## src/rtl/vga_pkg.sv

```systemverilog
// Shared raster timing constants and coordinate type for the 640x480@60 VGA path.
// Imported by the timing generator and the downstream pixel generator.
package vga_pkg;

   localparam int unsigned COORD_W = 10;
   typedef logic [COORD_W-1:0] coord_t;

   localparam int unsigned VGA_H_ACTIVE = 640;
   localparam int unsigned VGA_H_FRONT  = 16;
   localparam int unsigned VGA_H_SYNC   = 96;
   localparam int unsigned VGA_H_BACK   = 48;
   localparam int unsigned VGA_V_ACTIVE = 480;
   localparam int unsigned VGA_V_FRONT  = 10;
   localparam int unsigned VGA_V_SYNC   = 2;
   localparam int unsigned VGA_V_BACK   = 33;

   localparam int unsigned H_TOTAL = VGA_H_ACTIVE + VGA_H_FRONT + VGA_H_SYNC + VGA_H_BACK;
   localparam int unsigned V_TOTAL = VGA_V_ACTIVE + VGA_V_FRONT + VGA_V_SYNC + VGA_V_BACK;

endpackage

```

## src/rtl/vga_timing_generator.sv

```systemverilog
// Raster counters plus registered sync/active/strobe decode; every output describes
// the pixel held in the counters on the previous cycle, so all outputs stay aligned.
module vga_timing_generator
   import vga_pkg::*;
#(
   parameter int unsigned H_ACTIVE  = VGA_H_ACTIVE,
   parameter int unsigned H_FRONT   = VGA_H_FRONT,
   parameter int unsigned H_SYNC    = VGA_H_SYNC,
   parameter int unsigned H_BACK    = VGA_H_BACK,
   parameter int unsigned V_ACTIVE  = VGA_V_ACTIVE,
   parameter int unsigned V_FRONT   = VGA_V_FRONT,
   parameter int unsigned V_SYNC    = VGA_V_SYNC,
   parameter int unsigned V_BACK    = VGA_V_BACK,
   parameter logic        HSYNC_POL = 1'b0,
   parameter logic        VSYNC_POL = 1'b0
) (
   input  logic   clk_in,
   input  logic   reset_n,
   output logic   hsync,
   output logic   vsync,
   output logic   video_active,
   output coord_t pixel_x,
   output coord_t pixel_y,
   output logic   line_start,
   output logic   frame_start
);

   localparam int unsigned H_PERIOD = H_ACTIVE + H_FRONT + H_SYNC + H_BACK;
   localparam int unsigned V_PERIOD = V_ACTIVE + V_FRONT + V_SYNC + V_BACK;

   localparam coord_t H_LAST = COORD_W'(H_PERIOD - 1);
   localparam coord_t V_LAST = COORD_W'(V_PERIOD - 1);
   localparam coord_t H_VIS  = COORD_W'(H_ACTIVE);
   localparam coord_t V_VIS  = COORD_W'(V_ACTIVE);
   localparam coord_t HS_BEG = COORD_W'(H_ACTIVE + H_FRONT);
   localparam coord_t HS_END = COORD_W'(H_ACTIVE + H_FRONT + H_SYNC);
   localparam coord_t VS_BEG = COORD_W'(V_ACTIVE + V_FRONT);
   localparam coord_t VS_END = COORD_W'(V_ACTIVE + V_FRONT + V_SYNC);

   coord_t r_h_cnt;
   coord_t r_v_cnt;
   coord_t w_h_next;
   coord_t w_v_next;
   logic   w_h_wrap;
   logic   w_v_wrap;

   logic   r_hsync;
   logic   r_vsync;
   logic   r_video_active;
   coord_t r_pixel_x;
   coord_t r_pixel_y;
   logic   r_line_start;
   logic   r_frame_start;

   logic   w_hs_win;
   logic   w_vs_win;
   logic   w_active;
   logic   w_x_zero;
   logic   w_y_zero;

   // >= rather than == so any out-of-range count falls back to 0 on the next step
   assign w_h_wrap = (r_h_cnt >= H_LAST);
   assign w_v_wrap = (r_v_cnt >= V_LAST);

   always_comb begin
      w_h_next = r_h_cnt + coord_t'(1);
      w_v_next = r_v_cnt;
      if (w_h_wrap) begin
         w_h_next = '0;
         w_v_next = w_v_wrap ? '0 : (r_v_cnt + coord_t'(1));
      end
   end

   always_ff @(posedge clk_in or negedge reset_n) begin
      if (!reset_n) begin
         r_h_cnt <= '0;
         r_v_cnt <= '0;
      end else begin
         r_h_cnt <= w_h_next;
         r_v_cnt <= w_v_next;
      end
   end

   // Decode the pre-increment position; registered below for one cycle of latency
   assign w_hs_win = (r_h_cnt >= HS_BEG) && (r_h_cnt < HS_END);
   assign w_vs_win = (r_v_cnt >= VS_BEG) && (r_v_cnt < VS_END);
   assign w_active = (r_h_cnt < H_VIS) && (r_v_cnt < V_VIS);
   assign w_x_zero = (r_h_cnt == '0);
   assign w_y_zero = (r_v_cnt == '0);

   always_ff @(posedge clk_in or negedge reset_n) begin
      if (!reset_n) begin
         r_hsync        <= ~HSYNC_POL;
         r_vsync        <= ~VSYNC_POL;
         r_video_active <= 1'b0;
         r_pixel_x      <= '0;
         r_pixel_y      <= '0;
         r_line_start   <= 1'b0;
         r_frame_start  <= 1'b0;
      end else begin
         r_hsync        <= w_hs_win ? HSYNC_POL : ~HSYNC_POL;
         r_vsync        <= w_vs_win ? VSYNC_POL : ~VSYNC_POL;
         r_video_active <= w_active;
         r_pixel_x      <= r_h_cnt;
         r_pixel_y      <= r_v_cnt;
         r_line_start   <= w_x_zero;
         r_frame_start  <= w_x_zero && w_y_zero;
      end
   end

   assign hsync        = r_hsync;
   assign vsync        = r_vsync;
   assign video_active = r_video_active;
   assign pixel_x      = r_pixel_x;
   assign pixel_y      = r_pixel_y;
   assign line_start   = r_line_start;
   assign frame_start  = r_frame_start;

endmodule

```

## config.mk

```make
export PLATFORM = sky130hd
export DESIGN_NAME = vga_timing_generator
export DESIGN_NICKNAME = d
export VERILOG_FILES = /design/src/rtl/vga_pkg.sv /design/src/rtl/vga_timing_generator.sv
export SDC_FILE = /design/constraint.sdc
export NUM_CORES = 1
export LEC_CHECK = 0
export BUFFER_PORTS_ARGS = -buffer_cell sky130_fd_sc_hd__buf_2
export CAP_MARGIN = 30
export CORE_MARGIN = 2
export CORE_UTILIZATION = 54
export DETAILED_ROUTE_END_ITERATION = 10
export PLACE_DENSITY = 0.76
export REMOVE_ABC_BUFFERS = 1
export SLEW_MARGIN = 20
export SYNTH_ARGS = -nofsm -noshare
export SYNTH_HDL_FRONTEND = slang
export SYNTH_SLANG_ARGS = --single-unit
```

## constraint.sdc

```tcl
create_clock -name clk_in -period 2.6 [get_ports clk_in]
set_input_delay 0.13 -clock clk_in [delete_from_list [all_inputs] [get_ports clk_in]]
set_output_delay 0.13 -clock clk_in [all_outputs]
set_load 0.01 [all_outputs]
```

Word-level counts from Yosys, hierarchy flattened
Cells that the tools add are included.
{"block": "totals", "reg_bits": 45}
{"block": "op_classes", "n_lt_le_gt_ge": 8, "n_mux": 4, "reduce_logical": 6, "addsub": 2}
{"cell": "greater-or-equal comparator 10 bit (second input constant)", "n": 3}
{"cell": "adder 10 x 1 -> 10 bit (second input constant)", "n": 2}
{"cell": "logical NOT 10 bit", "n": 2}
{"cell": "< comparator 10 bit (second input constant)", "n": 2}
{"cell": "< comparator 10 x 9 -> 1 bit (second input constant)", "n": 2}
{"cell": "2-to-1 mux 10 bit", "n": 2}
{"cell": "greater-or-equal comparator 10 x 9 -> 1 bit (second input constant)", "n": 1}
{"cell": "logical AND 1 bit", "n": 4}
{"cell": "2-to-1 mux 1 bit", "n": 2}

Logic depth before layout (Yosys ltp)
Gate-level depths: netlist (run 1).
{"block": "depth", "word_depth": 3, "depth_mapped": 6, "depth_no_buf": 5}

Worst setup path after synthesis (run 1)
OpenSTA, ideal clock, no wires.
{"block": "synth_path", "path_type": "reg-to-reg", "from": "reg r_v_cnt[7]", "to": "reg r_v_cnt[8]", "arrival_ps": 1582, "path_stages_with_launch": 5, "setup_time_ps": 104, "path_buffers": 0, "path_slack_ps": 915, "path_cell_list": "dfrtp_1 or4_4 o21a_4 a311o_1 o311ai_1"}
{"block": "synth_via", "elab_chain_cells": 2, "word_cells_on_any_way": 3, "classes_between": "1 x add/sub; 1 x order compare; 1 x mux"}
{"item": "start, declared", "line": "vga_timing_generator.sv:41", "text": "coord_t r_v_cnt;"}
{"item": "start signal, assigned", "line": "vga_timing_generator.sv:80", "text": "r_v_cnt <= w_v_next;"}
{"item": "adder 10 x 1 -> 10 bit / greater-or-equal comparator 10 bit (equally long branches)", "line": "vga_timing_generator.sv:70, vga_timing_generator.sv:63"}
{"item": "2-to-1 mux 10 bit (*)", "line": "vga_timing_generator.sv:70", "text": "w_v_next = w_v_wrap ? '0 : (r_v_cnt + coord_t'(1));"}
Every way passes the cells marked *; elsewhere a longest branch is shown, timed or not.
A chain may end at the register's enable or synchronous reset.

Final worst setup path (run 1)
{"block": "layout_path", "from": "reg r_h_cnt[0]", "to": "reg r_v_cnt[6]"}
{"block": "layout_via", "elab_chain_cells": 1}
{"item": "start, declared", "line": "vga_timing_generator.sv:40", "text": "coord_t r_h_cnt;"}
{"item": "start signal, assigned", "line": "vga_timing_generator.sv:79", "text": "r_h_cnt <= w_h_next;"}
{"item": "greater-or-equal comparator 10 bit", "line": "vga_timing_generator.sv:62", "text": "assign w_h_wrap = (r_h_cnt >= H_LAST);"}
No other way between the ends.

==> results of run 1 <==
[placed cells by master (no fill, tap or decap), types with 3 or more instances in the layout]
master | synthesis | final
sky130_fd_sc_hd__a21oi_1 | 3 | 3
sky130_fd_sc_hd__nand3_1 | 6 | 6
sky130_fd_sc_hd__xnor2_1 | 3 | 3
sky130_fd_sc_hd__nor3_1 | 4 | 4
sky130_fd_sc_hd__nor2_1 | 14 | 14
sky130_fd_sc_hd__a22o_1 | 4 | 4
sky130_fd_sc_hd__xor2_1 | 4 | 4
sky130_fd_sc_hd__inv_1 | 6 | 6
sky130_fd_sc_hd__nor2b_1 | 5 | 5
sky130_fd_sc_hd__buf_2 | 2 | 26
sky130_fd_sc_hd__ha_1 | 4 | 4
sky130_fd_sc_hd__and3_1 | 4 | 4
sky130_fd_sc_hd__nand2_1 | 6 | 6
sky130_fd_sc_hd__dfrtp_1 | 43 | 43
sky130_fd_sc_hd__o21ai_0 | 6 | 6
sky130_fd_sc_hd__clkbuf_4 | 0 | 5
[per-stage QoR]
step	instances	util [%]	setup WS, ns	hold slack (ns)
final	220	67.3	0.594	0.277
after global routing	220	67.3	0.452	0.331
after CTS	219	66.4	0.619	0.467
after detailed placement	210	62.8	0.651	0.323
after global placement	210	62.8	0.783	0.302
after floorplan	140	-	0.862	-0.166
[registers in the layout (all words and copies together) (netlist names)]
| name | count |
|---|---|
| pixel_x | 10 |
| pixel_y | 10 |
| r_h_cnt | 10 |
| r_v_cnt | 10 |
| frame_start | 1 |
| hsync | 1 |
| line_start | 1 |
| video_active | 1 |
| vsync | 1 |
[layout make-up]
| class | instances | area [um^2] |
|---|---|---|
| clock buffer | 5 | 37.5 |
| clock inverter | 3 | 65.1 |
| fill | 247 | 1010 |
| inverter | 6 | 22.5 |
| multi-input combinational | 89 | 596 |
| sequential | 45 | 1130 |
| tap | 44 | 55.1 |
| timing repair buffer | 28 | 168 |
[final timing paths]
kind                                  from         end  slack (ns)  depth (start not counted)
worst max register to register  r_h_cnt[0]  r_v_cnt[6]        0.59                          5
worst max-delay path            r_h_cnt[0]  r_v_cnt[6]        0.59                          5
min in group clk_in             r_v_cnt[0]  pixel_y[0]        0.47                          0
worst min register to register  r_v_cnt[0]  pixel_y[0]        0.47                          0
worst min-delay path               reset_n  pixel_x[8]        0.28                          2
max in group asynchronous          reset_n  pixel_y[5]        1.82                          3
[metal layers]
| metal | part of all wire (%) | global-route usage [%] |
|---|---|---|
| met1 | 45 | 25.5 |
| met2 | 47 | 29.3 |
| met3 | 5.5 | 6.30 |
| met4 | 1.8 | 9.94 |
| met5 | 0 | 0 |
[power by group through the flow]
stage,clock (uW),combinational (uW),sequential (uW)
floorplan,0,0.000223,713
detailed placement,0,13.8,713
global route,555,22.3,700
global placement,0,13.1,713
CTS,526,14.9,700
finish,516,19.0,700
[cell usage after synthesis, drive strengths merged]
master,n
clkbuf,1
nand2b,2
nor4,1
buf,2
xor2,4
xnor2,3
nor3,4
o311ai,1
or3,2
o21ai,7
nor2,14
o2bb2ai,2
nand3,6
dfrtp,43
ha,4
a32o,1
nor4b,1
or4,1
and4b,1
and3,4
inv,6
nor2b,6
nand2,6
dfstp,2
a22o,4
nand4b,1
o211a,1
o21a,1
a21o,1
nand4,2
and4,2
a31oi,2
a21oi,3
mux2i,1
a311o,1
[worst register-to-register path: cells and delay by family (launching register included)]
family          cells  cell delay (ns)
flops               1             0.45
fa+ha+maj           1             0.24
compound gates      2             0.66
simple gates        2             0.61
[logic make-up (layout without fill, tap and decap cells)]
logic type               after synthesis  in the layout  synth area share, %
AO/OA/AOI/OAI                         24             24                 10.0
XOR/XNOR                               7              7                 3.48
adder cells (fa/ha/maj)                4              4                 2.84
buffers and inverters                  9             42                 2.06
flip-flops                            45             45                 64.1
multiplexers                           1              1                0.569
AND/OR/NAND/NOR                       53             53                 16.9
==> results.toml, run 1 <==
[drt]
wirelength_um = 3220
drt.antenna.violating_nets = 0
viasPerCell = 5.58
drt-initial-drc-count = 33
drc_errors = 0
via_count = 1227
routedWlPerCell_um = 14.6
dr.pass1.iters = 4

[critical_path]
worst_path_max_delay_cell = "sky130_fd_sc_hd__o211a_2"
worstPathBufferInverterCount = 0
setup.worst_path.start_class = "register"
critPathRequiredTime_ns = 2.91
worst_setup_path_end_kind = "register"
timing.critical_path.arrival_ns = 2.31
worst_path_largest_cell_delay_ns = 0.49
worstSetupPathType = "reg -> reg"
cp_max_fo = 22
kind_of_cell_adding_the_most_delay_to_the_critical_path = "compound AO/OA/AOI/OAI gates"
timing.critical_path.cells = "ha_1 -> and4_1 -> o211a_2 -> nor2b_2 -> a22o_1"

[pwr]
power_density_nw_per_um2 = 596
max-vdd-ir-drop_v = 0.000433
static-leakage-power_uw = 0.00102
power_frac_comb_pct = 1.5
total_switching_power_uw = 232
pwr-share-seq_pct = 56.7
net_sw_share_pct = 18.8
power_uw = 1240
p_int_uw = 1000
clock_share_of_power_pct = 41.8

[sta]
slew_violations = 0
layout_worst_path_cycle_share_pct = 77.2
finalWorstPathRequiredPeriod_ns = 2.01
timing.fmax_mhz = 498
report.final.setup_viol = 0
slew-limit-headroom_pct = 62.2
totalNegativeSetupSlack_ns = 0
tightestPinTransition_ns = 0.567
setup_repair_after_global_routing_missed_its_margin = "false"
timing.clock.skew_ns = 0.00940
hold_viol = 0

[logic_synthesis]
share_of_the_synthesized_area_in_the_top_cell_type_pct = 61.1
syn_area_um2 = 1760
synth.avg_cell_area_um2 = 12.3
synth-warning-count = 0
netlist-cell-type-count = 38
netlist_instances = 143
synth_largest_area_cell = "sky130_fd_sc_hd__dfrtp_1"
yosysSeqAreaShare_pct = 64.1
synth.top_cells.by_area = "sky130_fd_sc_hd__dfrtp_1 61%, sky130_fd_sc_hd__dfstp_2 3.0%, sky130_fd_sc_hd__nor2_1 3.0%"
ys_seq_elements = 45

[outcome]
status = "completed"

[clock_network]
clock_tree.buffer_depth = 2
clk_root_buffer_cell = "sky130_fd_sc_hd__clkbuf_4"
post-cts-setup-buffer-count = 0
tritoncts = "yes"
postCtsResizedCells = 0
htree_levels = 2
numCtsBuffers = 5
worst_setup_hold_path_clk_slew_ns = 0.13
hold_fix_buffer_count_after_cts = 1
worstSkewPairLatency_ns = 0.36
clock_sink_count = 45

[finish]
post_synthesis_to_final_layout_area_growth_pct = 17.7
stdcell_area_um2 = 2070
antennaDiodeCount = 0
drive_above_1_share_pct = 23.9
nets = 181

[hold_path]
holdCritPathClass = "in -> async"

[global_route]
grt_pass1_vias = 1147
grt_start_max_net_pins = 46
number_of_antenna_violations_at_the_first_check_in_global_routing = 0
groute.usage.overall_pct = 19.5
first_pass_grt_wire_length_um = 5150
grt.overflow.total = 0

[die]
fp.dieH_um = 61.1
fp.coreArea_um2 = 3080
design.die.area_um2 = 3730
fp-row-count = 20
io_pins = 27
chipWidth_um = 61.1
floorplan.initialDensity_pct = 57.2

[flow_run]
maxCapViolCount = 0

[place]
port-buffer-count = 26
gp_routability_congestion = 0.854
dpl_cell_area_um2 = 1930
place.detailed.hpwl_um = 2080
Power figures use the tool's default switching activity.
==> inputs of run 2 (changes only) <==
--- a/config.mk
+++ b/config.mk
@@ -5,12 +5,13 @@
 export SDC_FILE = /design/constraint.sdc
 export NUM_CORES = 1
 export LEC_CHECK = 0
+export ABC_AREA = 1
 export BUFFER_PORTS_ARGS = -buffer_cell sky130_fd_sc_hd__buf_2
 export CAP_MARGIN = 30
 export CORE_MARGIN = 2
-export CORE_UTILIZATION = 54
+export CORE_UTILIZATION = 50
 export DETAILED_ROUTE_END_ITERATION = 10
-export PLACE_DENSITY = 0.76
+export PLACE_DENSITY = 0.74
 export REMOVE_ABC_BUFFERS = 1
 export SLEW_MARGIN = 20
 export SYNTH_ARGS = -nofsm -noshare
==> constraint.sdc (replaced) <==
create_clock -name clk_in -period 1.76 [get_ports clk_in]
set_input_delay 0.088 -clock clk_in [delete_from_list [all_inputs] [get_ports clk_in]]
set_output_delay 0.088 -clock clk_in [all_outputs]
set_load 0.01 [all_outputs]
==> run 2 against run 1 <==
Global-route usage down 1.2 points. Highest routed layer unchanged. Worst setup slack worse by 0.26 ns. Critical path type unchanged. Clock skew down 0.0013 ns.
==> results.toml, run 2 <==
[outcome]
status = "completed"

[pwr]
max-vdd-ir-drop_v = 0.000381
power_density_nw_per_um2 = 772
static-leakage-power_uw = 0.00123

[logic_synthesis]
share_of_the_synthesized_area_in_the_top_cell_type_pct = 54.7
number_of_synthesized_flops_with_an_enable_pin = 0
syn_area_um2 = 1970
post-synth-top-count-cell = "sky130_fd_sc_hd__nand2_1"
netlist-cell-type-count = 23
synth.top_cells.by_area = "sky130_fd_sc_hd__dfrtp_1 55%, sky130_fd_sc_hd__nand2_1 10%, sky130_fd_sc_hd__nor2_1 6.3%"
ys_async_sr_fraction_pct = 100
yosysSeqAreaShare_pct = 57.4
synth_commonest_cells = "54 x sky130_fd_sc_hd__nand2_1, 43 x sky130_fd_sc_hd__dfrtp_1, 33 x sky130_fd_sc_hd__nor2_1, 27 x sky130_fd_sc_hd__inv_1, 21 x sky130_fd_sc_hd__nand3_1"
synth-warning-count = 0
synth_largest_area_cell = "sky130_fd_sc_hd__dfrtp_1"
synth.avg_cell_area_um2 = 9.02
ys_seq_elements = 45
synth_ff_type = "sky130_fd_sc_hd__dfrtp_1"
netlist_instances = 218

[die]
design.die.area_um2 = 4450
floorplan.initialDensity_pct = 52.9
chipWidth_um = 66.7
fp.dieH_um = 66.7
io_pins = 27
fp.coreArea_um2 = 3720
fp-row-count = 22

[sta]
timing.fmax_mhz = 701
slew_violations = 0
hold_viol = 0
post-route-worst-setup-slack_ns = 0.334
layout_worst_path_cycle_share_pct = 81.0
slew-limit-headroom_pct = 66.9
finalWorstPathRequiredPeriod_ns = 1.43
timing.clock.skew_ns = 0.00815
setup_repair_after_global_routing_missed_its_margin = "false"
totalNegativeSetupSlack_ns = 0
tightestPinTransition_ns = 0.497
report.final.setup_viol = 0

[finish]
antennaDiodeCount = 0
layout.cells.most_common = "sky130_fd_sc_hd__nand2_1"
drive_above_1_share_pct = 18.9
finish.cell_count_without_fillers = 297
layout.cells.most_common_list = "54 x sky130_fd_sc_hd__nand2_1, 43 x sky130_fd_sc_hd__dfrtp_1, 33 x sky130_fd_sc_hd__nor2_1"
post_synthesis_to_final_layout_area_growth_pct = 14.2
nets = 254

[drt]
drc_errors = 0
drt.antenna.violating_nets = 0
wirelength_um = 3410
drt-initial-drc-count = 133
via_count = 1509
viasPerCell = 5.08
dr.pass1.iters = 4
routedWlPerCell_um = 11.5

[flow_run]
maxCapViolCount = 0

[critical_path]
setup.worst_path.start_class = "register"
worst_setup_path_end_kind = "register"
cp_max_fo = 15
timing.critical_path.arrival_ns = 1.66
worstSetupPathType = "reg -> reg"
critPathRequiredTime_ns = 2.00

[clock_network]
htree_levels = 2
clock_sink_count = 45
clk_root_buffer_cell = "sky130_fd_sc_hd__clkbuf_8"
post-cts-setup-buffer-count = 0
tritoncts = "yes"
worstSkewPairLatency_ns = 0.29
numCtsBuffers = 5
clock_tree.buffer_depth = 2
worst_setup_hold_path_clk_slew_ns = 0.08

[place]
place_inst = 288
place.detailed.hpwl_um = 2430
gp_routability_congestion = 0.848
place_ws_ns = 0.341
port-buffer-count = 26

[global_route]
number_of_antenna_violations_at_the_first_check_in_global_routing = 0
groute.usage.overall_pct = 18.3
grt_start_max_net_pins = 26
grt.overflow.total = 0
first_pass_grt_wire_length_um = 6120
grt_pass1_vias = 1367

[hold_path]
holdCritPathClass = "in -> async"
[run 2: cell count changes after synthesis, sizes merged, moves of 3 or more]
cell   change
buf        +3
a21oi      +3
nand2     +50
nor2      +19
nand3     +16
and3       -4
inv       +22
nor2b      -6
o21ai      -4
nor3       +3
a22o       -4
nand4      +3
[run 2: timing repair]
item / CTS / global route
hold buffers: 1 / 0
setup endpoints to repair: 0 / 0
endpoints found under the hold margin: 20 / 0
resized for setup: 0 / 0
[run 2: stage by stage]
stage               power [uW]  area [um^2]  utilization [%]  hold slack, ns
floorplan                 1050         1920                -          -0.208
global placement          1080         2130             57.4          0.0832
detailed placement        1080         2130             57.4          0.0859
CTS                       1750         2240             60.4           0.302
global route              1810         2240             60.4           0.322
finish                    1730         2240             60.4           0.291
[run 2: cells by family (layout without fill, tap and decap cells)]
kind of cell    count (synthesis)  in the layout  share of synthesized area, %
flops                          45             45                          57.4
fa+ha+maj                       4              4                          2.55
buf+inv                        33             64                          7.77
compound gates                  9              9                          2.29
simple gates                  124            124                          28.6
xor+xnor                        3              3                          1.34
[run 2: report_power, final]
part,total (uW),internal (uW),switching (uW)
Sequential,1030,1030,0
Combinational,26.3,6.64,19.7
Clock,674,355,319
[run 2: worst max-delay path, cell delays in order, from the launching register on]
cell	delay, ns
sky130_fd_sc_hd__dfrtp_1	0.43
sky130_fd_sc_hd__ha_1	0.25
sky130_fd_sc_hd__nand4_2	0.13
sky130_fd_sc_hd__nand2_2	0.12
sky130_fd_sc_hd__nand2_4	0.13
sky130_fd_sc_hd__inv_6	0.16
sky130_fd_sc_hd__nand3_1	0.09
sky130_fd_sc_hd__nand2_1	0.06
[run 2: final cells by class]
type                            instances  area, um^2
Clock buffer                            7        96.3
Clock inverter                          1        5.00
Fill cell                             321        1470
Inverter                               28         110
Multi-Input combinational cell        140         684
Sequential cell                        45        1130
Tap cell                               48        60.1
Timing Repair Buffer                   28         160
[run 2: worst paths after layout]
check | startpoint | end | slack, ns | depth (start not counted)
setup / recovery | r_h_cnt[0] | r_v_cnt[5] | 0.33 | 7
hold / removal | reset_n | r_v_cnt[1] | 0.29 | 2
setup reg to reg | r_h_cnt[0] | r_v_cnt[5] | 0.33 | 7
hold reg to reg | r_h_cnt[9] | pixel_x[9] | 0.43 | 0
max in group asynchronous | reset_n | vsync | 0.90 | 3
min in group clk_in | r_h_cnt[9] | pixel_x[9] | 0.43 | 0
[run 2: layer usage]
metal | vias up | wire [um] | GRT usage, %
met2 | 56 | 1570 | 28.9
met1 | 709 | 1560 | 24.1
met5 | - | 0 | 0
met3 | 6 | 207 | 4.05
li1 | 738 | - | -
met4 | 0 | 74 | 8.67
